## config.mk

```make
export PLATFORM = sky130hd
export DESIGN_NAME = c6288_vector_sequencer
export DESIGN_NICKNAME = d
export VERILOG_FILES = /design/src/rtl/c6288_vector_sequencer.sv
export SDC_FILE = /design/constraint.sdc
export NUM_CORES = 1
export LEC_CHECK = 0
export CAP_MARGIN = 30
export CORE_ASPECT_RATIO = 1.4
export CORE_UTILIZATION = 28
export DETAILED_ROUTE_END_ITERATION = 6
export HOLD_SLACK_MARGIN = 0.15
export PLACE_DENSITY_LB_ADDON = 0.05
export SKIP_CTS_REPAIR_TIMING = 1
export SLEW_MARGIN = 10
export SYNTH_ARGS = -nofsm -noshare
export SYNTH_HDL_FRONTEND = slang
export SYNTH_SLANG_ARGS = --single-unit
```

## constraint.sdc

```tcl
create_clock -name clk -period 2.2 [get_ports clk]
set_input_delay 0.33 -clock clk [delete_from_list [all_inputs] [get_ports clk]]
set_output_delay 0.33 -clock clk [all_outputs]
set_load 0.01 [all_outputs]
```

## src/rtl/c6288_vector_sequencer.sv

```systemverilog
// Vector sequencer for the c6288 multiplier: fetches each test vector, applies it,
// waits a programmable settle time, captures the outputs and streams them out.
module c6288_vector_sequencer #(
    parameter int INPUT_WIDTH     = 32,
    parameter int OUTPUT_WIDTH    = 32,
    parameter int NUMBER_OF_TESTS = 10000,
    parameter int ADDR_WIDTH      = 14,
    parameter int SETTLE_CYCLES   = 2
) (
    input  logic                    clk,
    input  logic                    rst_n,
    input  logic                    start,
    input  logic                    abort,
    output logic                    busy,
    output logic                    done,
    output logic                    mem_rd_en,
    output logic [ADDR_WIDTH-1:0]   mem_addr,
    input  logic [INPUT_WIDTH-1:0]  mem_rdata,
    output logic [INPUT_WIDTH-1:0]  dut_in,
    input  logic [OUTPUT_WIDTH-1:0] dut_out,
    output logic                    res_valid,
    input  logic                    res_ready,
    output logic [OUTPUT_WIDTH-1:0] res_data,
    output logic [ADDR_WIDTH-1:0]   res_index
);

    localparam int CNT_WIDTH = $clog2(SETTLE_CYCLES + 1);
    localparam logic [ADDR_WIDTH-1:0] LAST_INDEX  = ADDR_WIDTH'(NUMBER_OF_TESTS - 1);
    localparam logic [CNT_WIDTH-1:0]  SETTLE_LOAD = CNT_WIDTH'(SETTLE_CYCLES);
    localparam logic [CNT_WIDTH-1:0]  CNT_ONE     = CNT_WIDTH'(1);
    localparam logic [ADDR_WIDTH-1:0] IDX_ONE     = ADDR_WIDTH'(1);

    typedef enum logic [2:0] {
        IDLE,
        FETCH,
        LOAD,
        SETTLE,
        EMIT,
        DONE
    } state_t;

    state_t                  state_reg, state_next;
    logic [ADDR_WIDTH-1:0]   index_reg, index_next;
    logic [CNT_WIDTH-1:0]    settle_cnt_reg, settle_cnt_next;
    logic [INPUT_WIDTH-1:0]  dut_in_reg, dut_in_next;
    logic [OUTPUT_WIDTH-1:0] res_data_reg, res_data_next;
    logic [ADDR_WIDTH-1:0]   res_index_reg, res_index_next;
    logic                    abort_run;

    always_ff @(posedge clk or negedge rst_n) begin
        if (!rst_n) begin
            state_reg      <= IDLE;
            index_reg      <= '0;
            settle_cnt_reg <= '0;
            dut_in_reg     <= '0;
            res_data_reg   <= '0;
            res_index_reg  <= '0;
        end else begin
            state_reg      <= state_next;
            index_reg      <= index_next;
            settle_cnt_reg <= settle_cnt_next;
            dut_in_reg     <= dut_in_next;
            res_data_reg   <= res_data_next;
            res_index_reg  <= res_index_next;
        end
    end

    // DONE is deliberately excluded so a finished run always reports completion.
    assign abort_run = abort && (state_reg == FETCH || state_reg == LOAD ||
                                 state_reg == SETTLE || state_reg == EMIT);

    always_comb begin
        state_next      = state_reg;
        index_next      = index_reg;
        settle_cnt_next = settle_cnt_reg;
        dut_in_next     = dut_in_reg;
        res_data_next   = res_data_reg;
        res_index_next  = res_index_reg;

        case (state_reg)
            IDLE: begin
                if (start && !abort) begin
                    index_next = '0;
                    state_next = FETCH;
                end
            end
            FETCH: begin
                state_next = LOAD;
            end
            LOAD: begin
                dut_in_next     = mem_rdata;
                settle_cnt_next = SETTLE_LOAD;
                state_next      = SETTLE;
            end
            SETTLE: begin
                settle_cnt_next = settle_cnt_reg - CNT_ONE;
                if (settle_cnt_reg == CNT_ONE) begin
                    res_data_next  = dut_out;
                    res_index_next = index_reg;
                    state_next     = EMIT;
                end
            end
            EMIT: begin
                if (res_ready) begin
                    if (index_reg == LAST_INDEX) begin
                        state_next = DONE;
                    end else begin
                        index_next = index_reg + IDX_ONE;
                        state_next = FETCH;
                    end
                end
            end
            DONE: begin
                state_next = IDLE;
            end
            default: begin
                state_next = IDLE;
            end
        endcase

        // Abort freezes every datapath register; only the state returns to IDLE.
        if (abort_run) begin
            state_next      = IDLE;
            index_next      = index_reg;
            settle_cnt_next = settle_cnt_reg;
            dut_in_next     = dut_in_reg;
            res_data_next   = res_data_reg;
            res_index_next  = res_index_reg;
        end
    end

    assign busy      = (state_reg != IDLE);
    assign done      = (state_reg == DONE);
    assign mem_rd_en = (state_reg == FETCH);
    assign mem_addr  = index_reg;
    assign res_valid = (state_reg == EMIT);
    assign dut_in    = dut_in_reg;
    assign res_data  = res_data_reg;
    assign res_index = res_index_reg;

endmodule

```

== Word level (Yosys, flattened, before mapping) ==
Cells that the tools add are included.

* Output and inout port bits: 96
* Register bits after elaboration: 97
* Input bits: 69

* Equality and inequality tests: 13
* Bitwise logic cells: 1
* Multiplexer cells: 11
* Reductions and logical operators: 15
* $add $sub $neg: 2

{| class="wikitable"
|+ Operators with widths
! kind !! number
|-
| two-way mux 14 bit || 3
|-
| one-hot mux 14 bit (2 select lines) || 1
|-
| two-way mux 3 bit || 5
|-
| one-hot mux 3 bit (5 select lines) || 1
|-
| adder 14 x 1 -> 14 bit, second input constant || 1
|-
| equality test 14 bit, second input constant || 1
|-
| equality test 3 x 2 -> 1 bit, second input constant || 2
|-
| equality test 3 bit, second input constant || 2
|-
| AND reduction 3 bit || 2
|-
| AND reduction 5 bit || 1
|-
| inequality test 2 bit, second input constant || 2
|-
| one-hot mux 2 bit (2 select lines) || 1
|-
| AND reduction 2 bit || 2
|-
| nonzero test 2 bit || 2
|-
| equality test 3 x 1 -> 1 bit, second input constant || 1
|-
| zero test 3 bit || 1
|-
| logical OR 1 bit || 3
|-
| inequality test 3 x 1 -> 1 bit, second input constant || 1
|-
| inequality test 3 x 2 -> 1 bit, second input constant || 1
|-
| inequality test 3 bit, second input constant || 1
|-
| nonzero test 3 bit || 1
|-
| equality test 2 x 1 -> 1 bit, second input constant || 1
|-
| logical AND 1 bit || 2
|-
| inequality test 2 x 1 -> 1 bit, second input constant || 1
|-
| other kinds (3) || 3
|}

== Longest topological paths before layout ==
* Depth in word-level cells: 7
* Mapped depth: 6

== Worst setup path before layout ==
Ideal clock, no wire load.

* Path type: reg-to-reg
* Start point: register state_reg[0]
* End point: register index_reg[0] (netlist: mem_addr[0])
* Clock period less this slack: 1.973 ns
* Path slack: 0.227 ns
* Required time: 2.075 ns
* Cell stages (with the launch flop): 7
* Buffers on the path: 2
* Arrival: 1.848 ns
* Setup time: 0.125 ns
* Path through: dfrtp_1 -> or3_1 -> buf_2 -> or2_0 -> buf_6 -> a21oi_1 -> mux2_2

* Word-level cells in the longest chain between the ends: 7
* Elaborated cells on any way between the ends: 16
* Classes of those cells: 7 x eq/ne; 1 x mux; 1 x bitwise; 7 x reduce/logical

{| class="wikitable"
|+ RTL lines
! what !! RTL line !! RTL
|-
| from (decl) || 42 || <nowiki>state_t state_reg, state_next;</nowiki>
|-
| from (signal assigned) || 59 || <nowiki>state_reg <= state_next;</nowiki>
|-
| equality test 3 x 1 -> 1 bit or equality test 3 x 2 -> 1 bit (tied branches) || 69 || <nowiki>assign abort_run = abort && (state_reg == FETCH || state_reg == LOAD ||</nowiki>
|-
| logical OR 1 bit (2 in series) || 69 ||
|-
| logical OR 1 bit || 70 || <nowiki>state_reg == SETTLE || state_reg == EMIT);</nowiki>
|-
| logical AND 1 bit || 69 ||
|-
| inverter 1 bit (no source line) || n/a ||
|-
| AND reduction 5 bit (no source line) || n/a ||
|-
| to (signal assigned) || 60 || <nowiki>index_reg <= index_next;</nowiki>
|-
| to (decl) || 43 || <nowiki>logic [ADDR_WIDTH-1:0] index_reg, index_next;</nowiki>
|}

Several ways; a longest one is shown, not always the timed one.
A chain may end at the register's enable or synchronous reset.

== Final worst setup path ==
* Start point: register state_reg[2]
* End point: output busy

* Word-level cells in the longest chain between the ends: 1

{| class="wikitable"
|+ RTL lines
! what !! RTL line !! RTL
|-
| nonzero test 3 bit || 132 || <nowiki>assign busy = (state_reg != IDLE);</nowiki>
|-
| to (decl) || 14 || <nowiki>output logic busy,</nowiki>
|}

Every way passes these cells.

==> metrics.csv <==
stage;metric;value;unit
place;numPortBuffers;164;
synth;synth_compound_area_share;5.54;%
setup_path;worstSetupPathType;flip-flop to output pin;
synth;synthTopCellsByArea;dfrtp_1 (60%), mux2_2 (22%), and3_1 (1.4%), buf_2 (0.98%), nor3_1 (0.98%);
synth;ys_types;42;
cells_and_area;post-route-util;45.9;%
pwr;leakage;2.89;nW
die;rows;51;
route;postRouteAntennaNets;0;
sta;setup_tns;0;ps
global_routing;grt_pass1_wl;16900;um
pwr;ir_worst_vdd;0.505;mV
place;dp_hpwl;7890;um
sta;tightestPinTransition;500;ps
die;io_pins;165;
clock_tree;cts_tree;done;
sta;clock.fmax;499;MHz
synth;ys_warn_count;0;
setup_path;cp_max_fo;20;
route;routed-via-count;3187;
clock_tree;ctsLongestPathBuffers;2;
sta;setup_viol;0;
setup_path;r2r-end;mem_addr[5];
route;drt-total-wl;10500;um
synth;synth-seq-area-share;59.7;%
pwr;pwr-share-clk;23.5;%
setup_path;required;1870;ps
sta;fin_worst_skew;11.2;ps
clock_tree;cts.clk_slew.worst_paths;70;ps
outcome;status;finished, final reports clean;
sta;finalHoldViolCount;0;
setup_path;ff2ff_path_depth;5;
die;die_area;0.0150;mm2
setup_path;r2r_setup_slack;320;ps
global_routing;grt_pass1_vias;3227;
cells_and_area;layout.cells.non_filler;681;
sta;fin_crit;2000;ps
synth;synth_xor_xnor_area_share;0;%
sta;max_slew_margin;66.7;%
synth;syn_area_per_cell;13.6;um2
global_routing;overflow;0;
setup_path;cpPeakStageDelay;550;ps
synth;synth_top_flop_cell;dfrtp_1;
pwr;power.internal;4.41;mW
sta;rsz0062_at_grt;no;
setup_path;worstSetupEndpointType;output pin;
cells_and_area;stdcell_area;0.00644;mm2
setup_path;rr_startpoint;mem_addr[4];
route;dr.first_iter.drc_count;90;
job;cap_violations;0;
setup_path;slowest_stage;clkdlybuf4s50_1;
pwr;p_per_area;963;mW/mm2
pwr;total_power;6.21;mW
setup_path;crit_arrival;1670;ps
clock_tree;htreeDepth;3;
synth;synth_top_area_cell;dfrtp_1;
place;dp.cells;664;
route;first_pass_iters;4;
synth;async_reset_ff_share;100;%
sta;report.final.slew_viol_count;0;
route;route.detailed.drc;0;
die;core;0.0140;mm2
pwr;switching_share;28.9;%
pwr;switchingPower;1.80;mW
die;initial_core_util;29.0;%
cells_and_area;area_delta_synth_final;58.3;%
synth;syn_area;0.00407;mm2
cells_and_area;drive_above_1_share;26.4;%
synth;netlist_instances;299;
cells_and_area;final_cell_mix;clkdlybuf4s50_1 (160), dfrtp_1 (96), mux2_2 (80);
synth;synth_top_family_by_area;multiplexers;
synth;synth-edff-count;0;
global_routing;antenna_found_initial;0;
place;place_congestion;0.783;
cells_and_area;antenna_cells;0;
sta;period_share;91.0;%
synth;synth-seq-cells;97;
route;wl_per_cell;15.5;um
pwr;p_comb_share;36.2;%
setup_path;crit_chain;buf_4 > inv_1 > nand2_1 > clkdlybuf4s50_1;
pwr;seq_power_share;40.2;%
synth;syn_nets;370;
setup_path;start_kind;flip-flop;
die;die_x;104;um
synth;synthAdderAreaFrac;0.615;%
cells_and_area;layout.nets;562;
die;die_h;145;um
worst_hold_path;min_path_type;input port to asynchronous set/reset pin;
global_routing;grt_usage;14.5;%
route;vias_per_cell;4.68;
clock_tree;cts_root_buf;clkbuf_16;
clock_tree;clock_sinks;97;
clock_tree;insertion_delay;340;ps
synth;synthSimpleGateAreaFrac;8.92;%
place;place_area;0.00615;mm2
clock_tree;numCtsBuffers;9;
synth;muxShareOfSynthArea;22.9;%
synth;yosysTopAreaCellShare;59.7;%
global_routing;grt_max_degree;47;
cells_and_area;mostFrequentLayoutCell;clkdlybuf4s50_1;
cell type report:
type | instances | area, um2
tap | 185 | 231
clock buffer | 11 | 233
inverter | 8 | 30.0
multi-input combinational | 181 | 1550
fill | 1356 | 7600
clock inverter | 5 | 41.3
timing repair buffer | 194 | 1920
sequential | 97 | 2430
worst max path at each step:
| stage | start | endpoint | slack [ps] | cells past startpoint |
|---|---|---|---|---|
| 2_1_floorplan | state_reg[0] | mem_addr[0] | 230 | 6 |
| 6_report | state_reg[2] | busy | 200 | 4 |
| 3_5_place_dp | abort | mem_addr[1] | 20 | 5 |
| 4_1_cts | state_reg[1] | res_valid | -130 | 3 |
| 5_1_grt | state_reg[2] | busy | 70 | 4 |
| 3_3_place_gp | abort | mem_addr[1] | 70 | 5 |
worst max-delay path: cells and delay by family, from the launching register on:
| family | cells | cell delay [ps] |
|---|---|---|
| buffers and inverters | 3 | 880 |
| DFF | 1 | 340 |
| and+or+nand+nor | 1 | 110 |
synth_stat cells (2+ instances only):
library cell	n
and3_1	9
nand2_1	9
nand2b_1	3
inv_1	8
or4_1	4
o41ai_1	3
nand3_1	4
buf_2	8
mux2_2	80
or3_1	3
a221o_1	2
nor3_1	8
o21ai_0	5
and2_1	2
dfrtp_1	97
ha_1	2
mux2i_1	3
a211o_1	2
clkbuf_1	3
nor4_1	6
a21oi_1	7
nand4_1	3
nor2_1	9
stage by stage:
stage	worst slack, ps	hold WS [ps]
CTS	-132	-34.1
detailed placement	15.7	338
global placement	67.3	341
floorplan	227	34.4
global route	74.5	515
finish	197	485
cells by family (layout without fill, tap and decap cells):
kind of cell,Yosys count,in the layout
buffers and inverters,21,218
adder cells (fa/ha/maj),2,2
flip-flops,97,97
AND/OR/NAND/NOR,65,65
AO/OA/AOI/OAI,31,31
multiplexers,83,83
per-layer routing:
metal / GRT usage [%] / wire length, um / vias up
met5: 0 / 0 / -
met4: 6.02 / 227 / 0
met3: 4.96 / 707 / 14
met2: 24.6 / 5510 / 106
met1: 16.9 / 4090 / 1587
li1: - / - / 1480
power by group through the flow:
stage | registers, mW | clock network (mW) | logic, mW
2_1_floorplan | 2.74 | 0 | 0.695
5_1_grt | 2.57 | 1.59 | 2.41
3_5_place_dp | 2.53 | 0 | 2.28
3_3_place_gp | 2.51 | 0 | 2.27
4_1_cts | 2.51 | 1.52 | 2.29
6_report | 2.50 | 1.46 | 2.25
Power figures use the tool's default switching activity.
